**src/rtl/mem_stage.sv**
```systemverilog
// Memory stage of the pipelined ARM core: E->M register, data-memory
// req/ack handshake with timeout abort, M->W register, operand forwarding
// selects and pipeline stall generation.
module mem_stage #(
  parameter int unsigned DW      = 32,
  parameter int unsigned TIMEOUT = 16
) (
  input  logic          clk,
  input  logic          reset,
  input  logic          RegWriteE,
  input  logic          MemtoRegE,
  input  logic          MemWriteE,
  input  logic [3:0]    RdE,
  input  logic [3:0]    RA1E,
  input  logic [3:0]    RA2E,
  input  logic [DW-1:0] ALUResultE,
  input  logic [DW-1:0] WriteDataE,
  output logic          mem_req,
  output logic          mem_we,
  output logic [DW-1:0] mem_addr,
  output logic [DW-1:0] mem_wdata,
  input  logic          mem_ack,
  input  logic [DW-1:0] mem_rdata,
  output logic [DW-1:0] ALUResultM,
  output logic [DW-1:0] ResultW,
  output logic [3:0]    RdW,
  output logic          RegWriteW,
  output logic [1:0]    forwardAE,
  output logic [1:0]    forwardBE,
  output logic          stall,
  output logic          bus_err
);

  localparam int unsigned CW = $clog2(TIMEOUT);

  typedef enum logic {S_IDLE, S_DONE} state_t;

  state_t          r_state, w_state_n;
  logic [CW-1:0]   r_cnt, w_cnt_n;
  logic            r_abort, w_abort_n;
  logic            r_bus_err, w_bus_err_n;
  logic            w_busy, w_req, w_cap;
  logic [DW-1:0]   r_rdata;

  // M pipeline register
  logic            r_regwrite_m, r_memtoreg_m, r_memwrite_m;
  logic [3:0]      r_rd_m;
  logic [DW-1:0]   r_alu_m, r_wdata_m;

  // W pipeline register
  logic            r_regwrite_w;
  logic [3:0]      r_rd_w;
  logic [DW-1:0]   r_result_w;

  logic            w_memop, w_loaduse;

  assign w_memop   = r_memtoreg_m | r_memwrite_m;
  assign w_loaduse = r_memtoreg_m & r_regwrite_m &
                     ((r_rd_m == RA1E) | (r_rd_m == RA2E));

  // FSM state, timeout counter, abort marker and sticky bus error
  always_ff @(posedge clk or posedge reset) begin
    if (reset) begin
      r_state   <= S_IDLE;
      r_cnt     <= '0;
      r_abort   <= 1'b0;
      r_bus_err <= 1'b0;
    end else begin
      r_state   <= w_state_n;
      r_cnt     <= w_cnt_n;
      r_abort   <= w_abort_n;
      r_bus_err <= w_bus_err_n;
    end
  end

  // Next-state and handshake decode; DONE always retires the access so an
  // IDLE cycle with a memop in M is always a fresh request.
  always_comb begin
    w_state_n   = r_state;
    w_cnt_n     = r_cnt;
    w_abort_n   = r_abort;
    w_bus_err_n = r_bus_err;
    w_busy      = 1'b0;
    w_req       = 1'b0;
    w_cap       = 1'b0;
    case (r_state)
      S_IDLE: begin
        if (w_memop) begin
          w_busy = 1'b1;
          w_req  = 1'b1;
          if (mem_ack) begin
            w_cap     = 1'b1;
            w_abort_n = 1'b0;
            w_state_n = S_DONE;
          end else if (r_cnt == CW'(TIMEOUT - 1)) begin
            w_abort_n   = 1'b1;
            w_bus_err_n = 1'b1;
            w_state_n   = S_DONE;
          end else begin
            w_cnt_n = r_cnt + CW'(1);
          end
        end
      end
      S_DONE: begin
        w_cnt_n   = '0;
        w_abort_n = 1'b0;
        w_state_n = S_IDLE;
      end
      default: w_state_n = S_IDLE;
    endcase
  end

  // Load data captured in the ack cycle
  always_ff @(posedge clk or posedge reset) begin
    if (reset) r_rdata <= '0;
    else if (w_cap) r_rdata <= mem_rdata;
  end

  // E->M register: hold while busy, bubble on load-use, else advance
  always_ff @(posedge clk or posedge reset) begin
    if (reset) begin
      r_regwrite_m <= 1'b0;
      r_memtoreg_m <= 1'b0;
      r_memwrite_m <= 1'b0;
      r_rd_m       <= '0;
      r_alu_m      <= '0;
      r_wdata_m    <= '0;
    end else if (w_busy) begin
      r_regwrite_m <= r_regwrite_m;
    end else if (w_loaduse) begin
      r_regwrite_m <= 1'b0;
      r_memtoreg_m <= 1'b0;
      r_memwrite_m <= 1'b0;
    end else begin
      r_regwrite_m <= RegWriteE;
      r_memtoreg_m <= MemtoRegE;
      r_memwrite_m <= MemWriteE;
      r_rd_m       <= RdE;
      r_alu_m      <= ALUResultE;
      r_wdata_m    <= WriteDataE;
    end
  end

  // M->W register: bubble while M is held, suppress write of aborted loads
  always_ff @(posedge clk or posedge reset) begin
    if (reset) begin
      r_regwrite_w <= 1'b0;
      r_rd_w       <= '0;
      r_result_w   <= '0;
    end else if (w_busy) begin
      r_regwrite_w <= 1'b0;
    end else begin
      r_regwrite_w <= r_regwrite_m & ~r_abort;
      r_rd_w       <= r_rd_m;
      r_result_w   <= r_memtoreg_m ? r_rdata : r_alu_m;
    end
  end

  // Operand forwarding selects, M match has priority over W
  always_comb begin
    forwardAE = 2'b00;
    forwardBE = 2'b00;
    if (r_regwrite_m & ~r_memtoreg_m & (r_rd_m == RA1E))  forwardAE = 2'b10;
    else if (r_regwrite_w & (r_rd_w == RA1E))             forwardAE = 2'b01;
    if (r_regwrite_m & ~r_memtoreg_m & (r_rd_m == RA2E))  forwardBE = 2'b10;
    else if (r_regwrite_w & (r_rd_w == RA2E))             forwardBE = 2'b01;
  end

  assign mem_req    = w_req;
  assign mem_we     = r_memwrite_m;
  assign mem_addr   = r_alu_m;
  assign mem_wdata  = r_wdata_m;
  assign ALUResultM = r_alu_m;
  assign ResultW    = r_result_w;
  assign RdW        = r_rd_w;
  assign RegWriteW  = r_regwrite_w;
  assign stall      = w_busy | w_loaduse;
  assign bus_err    = r_bus_err;

endmodule
```
**config.mk**
```make
export PLATFORM = sky130hd
export DESIGN_NAME = mem_stage
export DESIGN_NICKNAME = d
export VERILOG_FILES = /design/src/rtl/mem_stage.sv
export SDC_FILE = /design/constraint.sdc
export NUM_CORES = 1
export LEC_CHECK = 0
export CAP_MARGIN = 20
export CORE_MARGIN = 3
export CORE_UTILIZATION = 38
export CTS_CLUSTER_SIZE = 16
export DETAILED_ROUTE_END_ITERATION = 10
export MAX_ROUTING_LAYER = met4
export PLACE_DENSITY_LB_ADDON = 0.1
export SLEW_MARGIN = 30
export SYNTH_ARGS = -nofsm -noshare
export SYNTH_HDL_FRONTEND = slang
export SYNTH_SLANG_ARGS = --single-unit
```
**constraint.sdc**
```tcl
create_clock -name clk -period 15.5 [get_ports clk]
set_clock_uncertainty 0.2 [all_clocks]
set_input_delay 3.1 -clock clk [delete_from_list [all_inputs] [get_ports clk]]
set_output_delay 3.1 -clock clk [all_outputs]
set_load 0.03 [all_outputs]
```
* Word level (Yosys, flattened, before mapping)
Cells that the tools add are included.
** Operators by class
- Add/sub/neg operators :: 1
- Equality and inequality tests :: 9
- Multiplexer cells :: 26
- Bitwise operators :: 17
- Reduce and logical (&&, ||, !) cells :: 4
** Operator list (count)
- 32-bit 2-to-1 mux :: 1
- 1-bit 2-to-1 mux :: 17
- 4-bit == test :: 4
- 4-bit 2-to-1 mux :: 3
- 1-bit AND :: 8
- 4-bit case mux with 2 select lines :: 1
- 2-bit != test (second input constant) :: 3
- 1-bit NOT :: 6
- 4-bit by 1-bit adder with 4-bit output (second input constant) :: 1
- 4-bit == test (second input constant) :: 1
- 2-bit 2-to-1 mux :: 2
- 1-bit case mux with 2 select lines :: 2
- 2-bit AND reduction :: 2
- 4-bit AND reduction :: 1
- 3-bit != test (second input constant) :: 1
- 1-bit bitwise OR :: 3
- 3-bit AND reduction :: 1
** Word-level totals
- Flip-flop bits (word level) :: 147
- Input bits :: 114
- Output and inout port bits :: 141
- Word-level logic and storage cells :: 71

* Longest topological paths before layout
Gate-level depths: netlist (run 1).
- Word-level depth :: 5
- Mapped depth :: 10
- Mapped depth without buffers :: 6

* Worst setup path after synthesis (run 1)
No wires, ideal clock.
- Path kind :: input to output
- Start :: input port RA2E[3]
- End :: output port forwardBE[0]
- Arrival :: 4.513 ns
- Required time :: 12.200 ns
- Path slack :: 7.687 ns
- Cell stages on the path :: 5
- Buffers on the path :: 1
- Cells stage by stage :: xnor2_1 > nand4_1 > buf_2 > nor2_1 > nor3_1
** On the way
- Word-level cells in the longest chain between the ends :: 4
- Elaborated cells on any way between the ends :: 6
- Classes of those cells :: eq/ne: 2; mux: 2; bitwise: 2
** Ends and longest elaborated chain
- start, declared :: RTL line 15 : input logic [3:0] RA2E,
- 4-bit == test :: RTL line 166 : else if (r_regwrite_w & (r_rd_w == RA2E)) forwardBE = 2'b01;
- 1-bit AND :: RTL line 166
- 1-bit 2-to-1 mux :: RTL line 166
- 2-bit 2-to-1 mux * :: RTL line 165 : if (r_regwrite_m & ~r_memtoreg_m & (r_rd_m == RA2E)) forwardBE = 2'b10;
- end, declared :: RTL line 29 : output logic [1:0] forwardBE,
Mark *: on every way between the ends. The rest lies on a longest branch, timed or not.

* Final worst setup path (run 1)
- Start :: input port RA1E[2]
- End :: output port stall
** On the way
- Word-level cells in the longest chain between the ends :: 4
** Ends and longest elaborated chain
- start, declared :: RTL line 14 : input logic [3:0] RA1E,
- 4-bit == test :: RTL line 59 : ((r_rd_m == RA1E) | (r_rd_m == RA2E));
- 1-bit bitwise OR :: RTL line 59
- 1-bit AND :: RTL line 58 : assign w_loaduse = r_memtoreg_m & r_regwrite_m &
- 1-bit bitwise OR :: RTL line 177 : assign stall = w_busy | w_loaduse;
- end, declared :: RTL line 30 : output logic stall,
No other way between the ends.

==> metrics.txt, run 1 <==
cts repair resizes=0; CTS tree=built; H-Tree Depth=4; Synth warnings=0; most frequent cells in the layout=clkdlybuf4s50_1 (254), dfrtp_1 (145), nand3_1 (73), nand4_1 (71), a21oi_1 (71); DR pass1 iterations=5; period utilization=56.8%; clock latency at the later pin of the worst-skew pair=0.41 ns; critical path class=in -> out; Synth Instances=889; total CTS buffers=17; commonest non-fill, non-tap cell in the layout=clkdlybuf4s50_1; CP required=12.20 ns; Tmin final=8.81 ns; gr usage total=20.8%; Overflow after GRT=0; fill count=1918; Die Area=23400 um^2; port bufs=254; I/O pin total=255; DRC violations left=0; CP endpoint kind=primary output; worst min path class=reg -> reg; RSZ-0062 raised after global routing=false; Pleak=0.00450 uW; cell area after synthesis=8210 um^2; FF+latch count, synth=147; maxcap violations=0; syn avg cell area=9.23 um^2; routed vias/inst=5.48; WP buf/inv=3; CP startpoint kind=primary input; Critical Path Max Stage Delay=0.64 ns; Vias=7319; clock sink count=147; wire length per cell=18.0 um; Worst-path clk slew=0.06 ns; Async S/R FF share, synth=100%; maximum root-to-sink buffer count=2; Detail Route Antenna Nets=0; Final setup viols=0; CTS Hold Bufs=0; Die Wd=153 um; PwrDens=231 nW/um^2; share of post-route cells with drive strength above 1=8.02%; top_reg_cell synth=dfrtp_1; overall power=2560 uW; crit path DAT=5.51 ns; largest net degree at the start of global routing=94; initial drt markers=508; row count=53; TNS Setup=0 ns; Layout area overhead=35.0%; critical-path cell list=clkdlybuf4s50_1, xnor2_1, and4_1, nor2_4, buf_4, o21ai_1, clkdlybuf4s50_1; gpl congestion=0.759; Slowest cell on crit path=buf_4; vias in the first global route=6987; global-route wire length before repair=39200 um; postcts setup bufs=0; fmax=113 MHz; Final Slew Violations=0; HPWL after DPL=14600 um; diode count=0; status=completed; Post-synth EDFFs=0; initial antenna violation count=0; Worst-Margin Slew=0.994 ns; Post-Syn Nets=1004; Final #Nets=1163; CP dominant cell by count=clkdlybuf4s50_1; Seq/Total Area, Yosys=44.8%; Initial Utilization=38.8%; synth unique cells=38; slew margin rel.=33.7%; maximum VDD drop=0.0000980 V; final hold viol count=0; die height=153 um; final wirelength=24100 um; CP delay by family, top=buffers and inverters; Core ar.=21200 um^2; Root Driver=clkbuf_16; Crit Path Max Fanout=69
## routing by layer
metal / vias up / GRT usage [%] / part of all wire, % / wire, um
met1: 3556 / 29.6 / 48 / 11500
met5: - / - / 0 / 0
met3: 13 / 3.23 / 4.2 / 1000
met4: 0 / 4.37 / 0.80 / 193
li1: 3525 / - / - / -
met2: 225 / 31.8 / 47 / 11400
## synth_stat cells, drive strengths merged (2+ instances only)
cell / n / share of area [%]
dfrtp: 147 / 45
and4: 2 / 0.21
inv: 71 / 3.2
xor2: 6 / 0.64
a21oi: 71 / 4.3
nor3: 2 / 0.12
nand2b: 3 / 0.26
buf: 58 / 4.8
nand4: 71 / 5.4
a211oi: 69 / 6.9
xnor2: 13 / 1.4
mux2i: 32 / 3.9
o21ai: 37 / 2.3
mux2: 32 / 4.4
nor2: 8 / 0.40
nand3: 73 / 4.5
clkbuf: 66 / 3.0
o211ai: 68 / 6.2
nand2: 51 / 2.4
## path summary, 6_finish.rpt
check	from	end	slack, ns	depth (start not counted)
min in group asynchronous	reset	ResultW[26]	2.98	2
worst max-delay path	RA1E[2]	stall	6.69	7
max in group asynchronous	reset	ALUResultM[11]	11.01	3
worst max register to register	r_memtoreg_m	mem_wdata[3]	11.52	8
worst min register to register	r_abort	RegWriteW	0.26	1
worst min-delay path	r_abort	RegWriteW	0.26	1
## cell type report
class	instances	area, um^2	area share, %
Sequential cell	147	3690	33.3
Multi-Input combinational cell	547	3640	32.8
Clock inverter	13	90.1	0.813
Tap cell	275	344	3.10
Timing Repair Buffer	264	2620	23.7
Clock buffer	18	429	3.87
Inverter	71	277	2.49
## registers in the layout, summed over array words and instances, names as in the netlist, 4 cells and up
signal and flops:
r_rdata 32, ResultW 32, ALUResultM 32, mem_wdata 32, RdW 4, r_rd_m 4, r_cnt 4
## worst register-to-register path, cell delays in order (launching register included)
cell	delay [ns]
dfrtp_4	0.86
or2_1	0.37
nand2b_4	0.11
inv_6	0.32
buf_4	0.83
buf_4	0.70
a211oi_1	0.15
a21oi_1	0.17
o211ai_1	0.12
## report_power, final
group          switching, uW  internal (uW)  total (uW)
Sequential               216            568         784
Clock                    168            204         372
Combinational            835            573        1410
Total                   1220           1340        2560
## metrics by stage
| step | instances | utilization (%) | cell area [um^2] | hold WS (ns) | setup slack [ns] |
|---|---|---|---|---|---|
| floorplan | 889 | - | 8210 | 0.210 | 7.69 |
| global placement | 1304 | 49.9 | 10600 | 0.234 | 6.67 |
| detailed placement | 1304 | 49.9 | 10600 | 0.233 | 6.67 |
| CTS | 1335 | 52.4 | 11100 | 0.270 | 6.67 |
| global route | 1335 | 52.4 | 11100 | 0.289 | 6.57 |
| finish | 1335 | 52.4 | 11100 | 0.259 | 6.69 |
## cells by family after synthesis
| group | Yosys count | synth area share [%] |
|---|---|---|
| AO/OA/AOI/OAI | 250 | 20.2 |
| AND/OR/NAND/NOR | 213 | 13.5 |
| buffers and inverters | 195 | 11.1 |
| flip-flops | 147 | 44.8 |
| multiplexers | 64 | 8.29 |
| XOR/XNOR | 19 | 2.03 |
| adder cells (fa/ha/maj) | 1 | 0.152 |
Note: power is estimated with default switching activity, not from simulation.
==> run 2: changes to the inputs <==
- clock period: 15.5 -> 7.81 ns (I/O delays scaled with it)
==> run 2 against run 1 <==
Non-clock buffer count did not move. Wire length rose by 0.93%. Cell area rose by 0.42%. Sequential cell count did not move.
==> metrics.txt, run 2 (synthesis results as in run 1) <==
Final #Nets=1163 (unchanged); Layout area overhead=35.6%; postcts setup bufs=0 (unchanged); global-route wire length before repair=39200 um (about the same); critical path class=in -> out; final wirelength=24300 um (+0.93%); CP required=6.05 ns (-6.15 ns); routed wl met3=1040 um (+4.2%); I/O pin total=255 (unchanged); fmax=193 MHz; gr usage total=21.1% (+0.26 points); Worst-Margin Slew=0.950 ns (-0.0440 ns); FF-to-FF Start=r_memtoreg_m; sw frac=47.0% (-0.57 points); Detail Route Antenna Nets=0 (unchanged); HPWL after DPL=14900 um (+1.8%); worst min path class=reg -> reg; DRC violations left=0 (unchanged); RSZ-0062 raised after global routing=false; routed vias/inst=5.44 (-0.73%); largest net degree at the start of global routing=97 (+3.2%); final worst slack=2.64 ns (-4.05 ns); Reg power frac=30.1% (-0.5 points); row count=53 (unchanged); Tmin final=5.17 ns; Die Area=23400 um^2 (unchanged); crit path DAT=3.41 ns (-2.10 ns); DR pass1 iterations=5 (unchanged); Vias=7271 (-0.66%); clock sink count=147 (unchanged); initial drt markers=508 (unchanged); share of post-route cells with drive strength above 1=8.01% (about the same); maximum root-to-sink buffer count=2 (unchanged); clock latency at the later pin of the worst-skew pair=0.42 ns (about the same); slew margin rel.=36.6% (+2.9 points); Overflow after GRT=0 (unchanged); fin cells=1336 (+0.075%); commonest non-fill, non-tap cell in the layout=clkdlybuf4s50_1; Core ar.=21200 um^2 (unchanged); status=completed; gpl congestion=0.782 (+3.1%); initial antenna violation count=0 (unchanged); Final Slew Violations=0 (unchanged); Cells after DPL=1304 (unchanged); Pleak=0.00453 uW (+0.51%); Final setup viols=0 (unchanged); Worst-path clk slew=0.06 ns (about the same); vias in the first global route=7017 (+0.43%); worst setup path start=RA2E[3]; port bufs=254 (unchanged); CTS tree=built; Comb pwr share=54.4% (-0.5 points); pre-CTS setup slack=2.64 ns (-4.03 ns); Root Driver=clkbuf_16; total CTS buffers=17 (unchanged); clock share of power=15.4% (+0.9 points); Crit Path Max Fanout=2 (-97%); wire length per cell=18.2 um (+0.86%); cts repair resizes=0 (unchanged); Hold Worst Slack=0.242 ns (-0.0173 ns); HP Start=r_abort; maxcap violations=0 (unchanged); TNS Setup=0 ns (unchanged); wl on met1=11500 um (-0.15%); Top Layer Used=met4; PwrDens=463 nW/um^2 (+100%); Power Internal=2730 uW (+100%); CP endpoint kind=primary output; H-Tree Depth=4 (unchanged); period utilization=66.3%; CTS Hold Bufs=0 (unchanged); diode count=0 (unchanged); met2 WL post-DR=11500 um (+0.56%); final hold viol count=0 (unchanged); die height=153 um (unchanged); Die Wd=153 um (unchanged); most frequent cells in the layout=clkdlybuf4s50_1 (254), dfrtp_1 (145), nand3_1 (73), nand4_1 (71), a21oi_1 (71); Initial Utilization=38.8% (unchanged); Core Util, Final=52.6% (+0.22 points); Sw Pwr=2420 uW (+99%); CP startpoint kind=primary input; maximum VDD drop=0.000207 V (+110%)
-- run 2: changes by cell type in the layout (fill, tap and decap cells not counted), sizes merged --
| cell | before | now |
|---|---|---|
| clkinv | 9 | 6 |
| bufinv | 0 | 1 |
| clkbuf | 18 | 22 |
| clkinvlp | 3 | 1 |
| inv | 72 | 73 |
-- run 2: path summary, 6_finish.rpt --
kind / end / slack (ns) / cells after the start
max reg2reg: ALUResultM[12] / 4.62 / 7
min reg2reg: RegWriteW / 0.24 / 1
min in group asynchronous: ResultW[26] / 1.45 / 2
max in group asynchronous: r_regwrite_m / 4.55 / 3
max: stall / 2.64 / 6
min: RegWriteW / 0.24 / 1
-- run 2: final cells by class --
cell class / instances / area, um^2
Fill cell: 1948 / 10000
Sequential cell: 147 / 3690
Multi-Input combinational cell: 547 / 3630
Timing Repair Buffer: 264 / 2620
Clock buffer: 22 / 474
Tap cell: 275 / 344
Inverter: 71 / 277
Clock inverter: 10 / 100
-- run 2: per-layer routing --
| layer | GRT usage (%) | up-vias |
|---|---|---|
| met1 | 29.2 | 3503 |
| met4 | 5.90 | 0 |
| met3 | 3.60 | 25 |
| met5 | - | - |
| met2 | 32.2 | 212 |
| li1 | - | 3531 |
-- run 2: worst max-delay path, stage by stage --
cell and delay [ns]:
clkdlybuf4s50_1 0.45, xnor2_1 0.23, and4_1 0.29, nor2_4 0.05
o21ai_1 0.12, clkdlybuf4s50_1 0.70
-- run 2: power groups by stage --
| stage | combinational, uW | clock, uW | sequential [uW] |
|---|---|---|---|
| after floorplan | 1490 | 0 | 1920 |
| after global placement | 2800 | 0 | 1560 |
| after detailed placement | 2830 | 0 | 1570 |
| after CTS | 2830 | 817 | 1560 |
| after global routing | 3010 | 851 | 1620 |
| final | 2810 | 794 | 1550 |
-- run 2: stage by stage --
| stage | cell area, um^2 | total power, uW |
|---|---|---|
| 2_1_floorplan | 8210 | 3400 |
| 3_5_place_dp | 10600 | 4400 |
| 6_report | 11100 | 5150 |
| 4_1_cts | 11100 | 5210 |
| 3_3_place_gp | 10600 | 4360 |
| 5_1_grt | 11100 | 5480 |
==> run 3: changes to the inputs <==
- clock period: 7.81 -> 5.2 ns (I/O delays scaled with it)
==> run 3 against run 2 <==
Critical path type unchanged. Cell area increased by 0.99%. Count of clock-buffer cells in the layout decreased by 4. Highest routed layer unchanged. Sequential share of layout area decreased by 0.32 points. First-iteration DRC count decreased by 29%. Global-route usage increased by 0.18 points. Clock power increased by 68%. Wire length increased by 1.1%. Core utilization increased by 0.52 points. Critical endpoint unchanged. Combinational power increased by 54%. Hold slack improved by 0.011 ns. Die area unchanged.
==> metrics.txt, run 3 (synthesis results as in run 1) <==
CP required=3.96 ns (-2.09 ns); final hold viol count=0 (unchanged); row count=53 (unchanged); share of post-route cells with drive strength above 1=8.28% (+0.27 points); RSZ-0062 raised after global routing=false; status=completed; hold endpoint=RegWriteW; largest net degree at the start of global routing=90 (-7.2%); maximum root-to-sink buffer count=2 (unchanged); Crit Path Max Fanout=2 (unchanged); Overflow after GRT=0 (unchanged); maximum VDD drop=0.000342 V (+65%); HPWL after DPL=14800 um (-0.60%); FF-to-FF Start=r_memtoreg_m; multi-input logic area=3640 um^2 (+0.14%); fill count=2001 (+2.7%); diode count=0 (unchanged); postcts setup bufs=0 (unchanged); Critical Path Max Stage Delay=0.69 ns (about the same); RR Endpoint=ALUResultM[14]; Layout area overhead=36.9%; CP startpoint kind=primary input; pre-CTS setup slack=1.08 ns (-1.56 ns); DRC violations left=0 (unchanged); critical path class=in -> out; Hold Path Stages=1 (unchanged); CP endpoint kind=primary output; WP buf/inv=2 (unchanged); gr usage total=21.3% (+0.18 points); register area=3690 um^2 (unchanged); CTS tree=built; critical-path cell list=clkdlybuf4s50_1, xnor2_1, and4_1, nor2_4, o21ai_1, clkdlybuf4s50_1; wire length per cell=18.4 um (+0.96%); period utilization=79.3%; global-route wire length before repair=39300 um (+0.40%); slew margin rel.=38.1% (+1.4 points); initial antenna violation count=0 (unchanged); Worst R2R Path Depth=7 (unchanged); Hold Worst Slack=0.253 ns (+0.0111 ns); H-Tree Depth=4 (unchanged); fmax=242 MHz; gpl congestion=0.794 (+1.6%); Core Util, Final=53.1% (+0.52 points); port bufs=254 (unchanged); DR pass1 iterations=6 (+1); worst setup path start=RA1E[2]; Die Area=23400 um^2 (unchanged); Vias=7368 (+1.3%); clock sink count=147 (unchanged); worst min path class=reg -> reg; Die Wd=153 um (unchanged); I/O pin total=255 (unchanged); Root Driver=clkbuf_16; cts repair resizes=0 (unchanged); crit path DAT=2.88 ns (-0.53 ns); Final #Nets=1165 (+0.17%); Final setup viols=0 (unchanged); final worst slack=1.08 ns (-1.56 ns); die height=153 um (unchanged); most frequent cells in the layout=clkdlybuf4s50_1 (254), dfrtp_1 (145), nand3_1 (73), nand4_1 (71), a21oi_1 (71); Final Slew Violations=0 (unchanged); TNS Setup=0 ns (unchanged); Initial Utilization=38.8% (unchanged); final wirelength=24600 um (+1.1%); vias in the first global route=7153 (+1.9%); Worst-path clk slew=0.06 ns (about the same); HP Start=r_abort; initial drt markers=363 (-29%); Core ar.=21200 um^2 (unchanged); Detail Route Antenna Nets=0 (unchanged); CP dominant cell by count=clkdlybuf4s50_1; Worst-Margin Slew=0.929 ns (-0.0212 ns); clock latency at the later pin of the worst-skew pair=0.42 ns (about the same); maxcap violations=0 (unchanged); Slowest cell on crit path=clkdlybuf4s50_1; Pleak=0.00458 uW (+1.1%); PwrDens=703 nW/um^2 (+52%); commonest non-fill, non-tap cell in the layout=clkdlybuf4s50_1; routed vias/inst=5.51 (+1.2%); CTS Hold Bufs=0 (unchanged); Reg2Reg Setup Slack=2.33 ns (-2.29 ns); Tmin final=4.12 ns; total CTS buffers=17 (unchanged); CP delay by family, top=buffers and inverters
run 3: changes by cell type in the layout (fill, tap and decap cells not counted), moves of 2 or more:
cell       previous run  this run
clkbuf_8              3         0
clkinv_4              4         2
inv_8                 0         2
bufinv_16             1         4
run 3: per-layer routing:
layer	GRT usage, %	routed length (um)	vias up	share of wire, %
met1	28.1	11300	3608	46
met3	4.76	1250	20	5.1
met2	33.7	11800	203	48
li1	-	-	3537	-
met5	-	0	-	0
met4	4.79	236	0	0.96
run 3: cell type report:
cell class	count	area share [%]
multi-input cells	547	32.4
clock inverters	14	1.78
clock buffers	18	3.82
flip-flops and latches	147	32.8
inverters	71	2.48
repair buffers	266	23.7
well taps	275	3.06
run 3: power by group:
part	internal (uW)	switching (uW)	total, uW
clock network	811	522	1330
registers	1700	540	2240
logic	1720	2610	4330
run 3: worst max path at each step:
stage                     to  cells past startpoint
3_3_place_gp           stall                      6
5_1_grt                stall                      6
4_1_cts                stall                      6
2_1_floorplan  ALUResultM[0]                      1
6_report               stall                      6
3_5_place_dp           stall                      6
run 3: worst reg2reg max path: cells and delay by family, from the launching register on:
family	cells	cell delay [ns]
AND/OR/NAND/NOR	2	0.43
flip-flops	1	0.53
AO/OA/AOI/OAI	3	0.42
buffers and inverters	2	1.15
run 3: per-stage QoR:
stage	cells	power, uW	area [um^2]
floorplan	889	5110	8210
global placement	1305	6560	10600
detailed placement	1306	6620	10600
CTS	1338	7980	11200
global route	1338	8380	11200
finish	1338	7900	11200
